[config.mk]
export PLATFORM = sky130hd
export DESIGN_NAME = uart_rx
export DESIGN_NICKNAME = d
export VERILOG_FILES = /design/src/rtl/uart_rx_pkg.sv /design/src/rtl/uart_rx_fifo.sv /design/src/rtl/uart_rx.sv
export SDC_FILE = /design/constraint.sdc
export NUM_CORES = 1
export LEC_CHECK = 0
export ABC_AREA = 1
export CORE_ASPECT_RATIO = 1.5
export CORE_MARGIN = 3
export CORE_UTILIZATION = 50
export CTS_CLUSTER_SIZE = 30
export DETAILED_ROUTE_END_ITERATION = 7
export PLACE_DENSITY = 0.78
export SLEW_MARGIN = 0
export SYNTH_ARGS = -nofsm -noshare
export SYNTH_HDL_FRONTEND = slang
export SYNTH_SLANG_ARGS = --single-unit
export TNS_END_PERCENT = 20
[constraint.sdc]
create_clock -name clk -period 2.8 [get_ports clk]
set_clock_uncertainty 0.15 [all_clocks]
set_input_delay 0.84 -clock clk [delete_from_list [all_inputs] [get_ports clk]]
set_output_delay 0.84 -clock clk [all_outputs]
set_load 0.02 [all_outputs]
[src/rtl/uart_rx_pkg.sv]
// Shared frame constants and FSM state encoding for the 8N1 UART receiver.
package uart_rx_pkg;

  typedef enum logic [1:0] {
    IDLE  = 2'd0,
    START = 2'd1,
    DATA  = 2'd2,
    STOP  = 2'd3
  } rx_state_e;

  localparam logic       RX_IDLE_LEVEL = 1'b1;
  localparam logic [3:0] MID_TICK      = 4'd7;
  localparam logic [3:0] LAST_TICK     = 4'd15;
  localparam int         DATA_BITS     = 8;

endpackage

[src/rtl/uart_rx_fifo.sv]
// First-word-fall-through byte FIFO: data_out always shows the oldest entry.
module uart_rx_fifo #(
  parameter int FIFO_AW = 4
) (
  input  logic       clk,
  input  logic       reset,
  input  logic       write,
  input  logic       read,
  input  logic [7:0] data_in,
  output logic [7:0] data_out,
  output logic       present,
  output logic       half_full,
  output logic       full
);
  localparam int             DEPTH    = 1 << FIFO_AW;
  localparam logic [FIFO_AW:0] CNT_FULL = (FIFO_AW+1)'(DEPTH);
  localparam logic [FIFO_AW:0] CNT_HALF = (FIFO_AW+1)'(DEPTH / 2);

  logic [7:0]         mem [DEPTH];
  logic [FIFO_AW-1:0] wr_ptr, rd_ptr;
  logic [FIFO_AW:0]   count;
  logic               do_rd, do_wr;

  // A pop in the same cycle frees a slot, so a full FIFO still accepts the write.
  assign do_rd = read && (count != '0);
  assign do_wr = write && ((count != CNT_FULL) || do_rd);

  always_ff @(posedge clk) begin
    if (reset) begin
      wr_ptr <= '0;
      rd_ptr <= '0;
      count  <= '0;
      for (int i = 0; i < DEPTH; i++) mem[i] <= '0;
    end else begin
      if (do_wr) begin
        mem[wr_ptr] <= data_in;
        wr_ptr      <= wr_ptr + 1'b1;
      end
      if (do_rd) rd_ptr <= rd_ptr + 1'b1;
      unique case ({do_wr, do_rd})
        2'b10:   count <= count + 1'b1;
        2'b01:   count <= count - 1'b1;
        default: ;
      endcase
    end
  end

  assign data_out  = mem[rd_ptr];
  assign present   = (count != '0);
  assign half_full = (count >= CNT_HALF);
  assign full      = (count == CNT_FULL);

endmodule

[src/rtl/uart_rx.sv]
// 8N1 UART receiver, 16x oversampled on en_16_x_baud, feeding a FWFT byte FIFO.
module uart_rx
  import uart_rx_pkg::*;
#(
  parameter int FIFO_AW = 4
) (
  input  logic       clk,
  input  logic       reset,
  input  logic       en_16_x_baud,
  input  logic       serial_in,
  input  logic       read_buffer,
  output logic [7:0] data_out,
  output logic       buffer_data_present,
  output logic       buffer_half_full,
  output logic       buffer_full,
  output logic       framing_error,
  output logic       overrun
);
  rx_state_e              state;
  logic [1:0]             rx_pipe;
  logic                   rx_sync;
  logic [3:0]             tick_cnt;
  logic [2:0]             bit_cnt;
  logic [DATA_BITS-1:0]   shift_reg;
  logic                   resolve, fifo_wr;

  always_ff @(posedge clk) begin
    if (reset) rx_pipe <= {2{RX_IDLE_LEVEL}};
    else       rx_pipe <= {rx_pipe[0], serial_in};
  end
  assign rx_sync = rx_pipe[1];

  assign resolve = en_16_x_baud && (state == STOP) && (tick_cnt == LAST_TICK);
  assign fifo_wr = resolve && rx_sync && (!buffer_full || read_buffer);

  always_ff @(posedge clk) begin
    if (reset) begin
      state         <= IDLE;
      tick_cnt      <= '0;
      bit_cnt       <= '0;
      shift_reg     <= '0;
      framing_error <= 1'b0;
      overrun       <= 1'b0;
    end else begin
      framing_error <= 1'b0;
      overrun       <= 1'b0;
      if (en_16_x_baud) begin
        unique case (state)
          IDLE: if (rx_sync != RX_IDLE_LEVEL) begin
            state    <= START;
            tick_cnt <= '0;
          end
          START: if (tick_cnt == MID_TICK) begin
            // Still low at mid start bit: a real frame, otherwise a glitch.
            tick_cnt <= '0;
            bit_cnt  <= '0;
            state    <= rx_sync ? IDLE : DATA;
          end else tick_cnt <= tick_cnt + 1'b1;
          DATA: if (tick_cnt == LAST_TICK) begin
            tick_cnt  <= '0;
            shift_reg <= {rx_sync, shift_reg[DATA_BITS-1:1]};
            bit_cnt   <= bit_cnt + 1'b1;
            if (bit_cnt == 3'(DATA_BITS - 1)) state <= STOP;
          end else tick_cnt <= tick_cnt + 1'b1;
          STOP: if (tick_cnt == LAST_TICK) begin
            tick_cnt <= '0;
            state    <= IDLE;
            if (!rx_sync)                        framing_error <= 1'b1;
            else if (buffer_full && !read_buffer) overrun      <= 1'b1;
          end else tick_cnt <= tick_cnt + 1'b1;
          default: state <= IDLE;
        endcase
      end
    end
  end

  uart_rx_fifo #(.FIFO_AW(FIFO_AW)) u_fifo (
    .clk       (clk),
    .reset     (reset),
    .write     (fifo_wr),
    .read      (read_buffer),
    .data_in   (shift_reg),
    .data_out  (data_out),
    .present   (buffer_data_present),
    .half_full (buffer_half_full),
    .full      (buffer_full)
  );

endmodule

==> flow_summary.toml <==
[clocking]
root_buffer = "clkbuf_16"
htreeDepth = 4
cts.path.max_buffers = 2
clkSinkCount = 166
cts_tree = "done"
cts.clk_slew.worst_paths_ns = 0.06
cts_buffers = 17
clock_latency_ns = 0.42
cts_hold_buffers = 0

[route]
drc = 0
drt_iter0_markers = 449
ant_nets = 0
drtPass1Iterations = 5
post_drt_wl_per_cell_um = 16.89
viasPerCell = 5.562
via_count = 6074
drt-total-wl_um = 18440

[placement]
dpl.hpwl_um = 11930
gp_congestion = 0.8209
placed_area_mm2 = 0.008735
port_buffers = 17
dp_cells = 1049
place_ws_ns = -0.3190

[worst_setup_path]
path_class = "reg2out"
slowest_stage = "dfxtp_4"
critPathRequiredTime_ns = 1.81
critPathMaxStageDelay_ns = 0.38
worstPathArrival_ns = 1.88
cp-end-kind = "output port"
crit_family = "buffers and inverters"
worst-path-buf-inv = 3
cp_cell_sequence = "buf_4 -> buf_12 -> a21oi_1 -> o21ai_1 -> nand3_1 -> nand3_1 -> nand2_1 -> buf_4"
startpoint_type = "flip-flop"
critPathMaxFanout = 11

[sta]
period_needed_ns = 2.869
fmax_ghz = 0.3485
tightestPinTransition_ns = 0.8720
drv_slew = 0
finalWorstSetupSlack_ns = -0.06937
setup_tns_ns = -0.2696
fin_hold_ws_ns = 0.2666
setup_viol = 6
rsz0062_at_grt = "true"
slew_headroom = 0.4151
fin_crit_sh = 1.025
finalHoldViolCount = 0

[power_and_ir_drop]
cellPowerDensity_mw_per_mm2 = 785.6
ir_worst_vdd_v = 0.0005129
leakage_nw = 3.600
power_mw = 7.529

[synthesis]
ys_warn_count = 0
synth.yosys.seq_area_share = 0.5923
syn_area_mm2 = 0.007774
synth_top_area_frac = 0.4944
yosysMostFrequentCell = "nor2_1"
ys_seq_elements = 166
synthTopCellsByCount = "152 x nor2_1, 128 x edfxtp_1, 95 x nand2_1"
synth-edff-count = 128
synthDistinctLibCells = 32
yosysTopAreaCell = "edfxtp_1"
async_reset_ff_frac = 0
avgSynthCellArea_um2 = 9.503
synthesis.nets = 836
synthTopCellsByArea = "edfxtp_1 49%, dfxtp_1 9.8%, nor2_1 7.3%"
synthFlopType = "edfxtp_1"
netlist_instances = 818

[floorplan]
die_area_mm2 = 0.01711
core_mm2 = 0.01514
die_w_um = 107.8
start_util = 0.5135
rows = 55
ioPinCount = 18
die_y_um = 158.7

[finish]
drive_gt1_frac = 0.1814
n_antenna_cell = 0
fin_cells = 1092
fin_area_mm2 = 0.009584
fillers = 1186
nets = 898
seqCellArea_mm2 = 0.004609
area_growth_pct = 23.29
largest_reg_flops = 128
multi_input_area_mm2 = 0.002729
fin_util = 0.6331

[grt]
track_usage = 0.2251
grt_first_pass_wirelength_um = 29800
overflow = 0
grt_max_degree = 43
grt_pass1_vias = 6012
antenna_found_initial = 0

[run]
cap_violations = 0

[hold_path]
hold_path.class = "reg2reg"

[outcome]
run_status = "complete, but fails checks"
violations = "negative setup slack"
per-layer routing:
metal	track usage	routed length (um)
met5	0	0
met4	0.1132	765
met3	0.03660	1101
met2	0.4020	9728
met1	0.2539	6844
worst register-to-register path, stage by stage, from the launching register on:
cell	delay, ns
dfxtp_1	0.37
ha_1	0.27
nand3_2	0.15
nor2_4	0.12
nand3_2	0.07
inv_1	0.07
nand2_2	0.06
ha_2	0.22
fa_2	0.36
nand2_1	0.07
a21oi_1	0.07
o21bai_1	0.13
nand2_1	0.06
nand2_1	0.05
a21oi_1	0.05
where the power goes:
group          switching [mW]  leakage (nW)  internal (mW)  total (mW)
registers               0.109          1.53           2.80        2.91
logic                    1.35          1.81           1.11        2.46
clock network            1.00         0.258           1.16        2.16
total                    2.46          3.60           5.07        7.53
worst paths after layout:
path	start	slack, ns	depth (start not counted)	to
max	flip-flop	-0.07	8	data_out[3]
min	rx_pipe[0]	0.27	1	rx_pipe[1]
max reg2reg	tick_cnt[0]	0.43	14	u_fifo.count[4]
min reg2reg	rx_pipe[0]	0.27	1	rx_pipe[1]
final cells by class:
class | count | share of cell area
multi-input combinational | 506 | 0.2847
inverter | 103 | 0.04034
timing repair buffer | 86 | 0.1106
tap | 199 | 0.02598
sequential | 166 | 0.4809
clock buffer | 18 | 0.04478
clock inverter | 14 | 0.01266
cell families after synthesis:
family | after synthesis | synth area share
buffers and inverters | 146 | 0.07211
AO/OA/AOI/OAI | 147 | 0.1066
XOR/XNOR | 7 | 0.007887
flip-flops | 166 | 0.5923
AND/OR/NAND/NOR | 339 | 0.1993
adder cells (fa/ha/maj) | 13 | 0.02189
layout by cell type (no fill, tap or decap), types with 2 or more instances in the layout:
cell               n
nor2_1           152
edfxtp_1         128
inv_1             94
nand2_1           89
a21oi_1           53
nand3_1           53
buf_4             39
dfxtp_1           36
o21ai_0           35
o211ai_1          32
buf_12            25
clkbuf_16         18
nand2_2           15
o21ai_1           11
buf_6             11
clkinv_1          10
ha_1              10
nand3_2            9
clkdlybuf4s50_1    9
a21oi_2            7
nand4_4            6
xor2_1             6
o21ai_2            4
nor3_1             4
clkinvlp_4         4
nor2_4             3
inv_6              3
nand4_1            2
nand4_2            2
or2_2              2
inv_8              2
clkinv_4           2
repair_timing:
item | in CTS | in global routing
endpoints found under the setup margin | 8 | 10
pin swaps | 20 | 29
buffers inserted | 9 | 0
gates resized for setup | 74 | 25
hold endpoints to repair | 0 | 0
gates cloned | 2 | 1
Note: power is estimated with default switching activity, not from simulation.
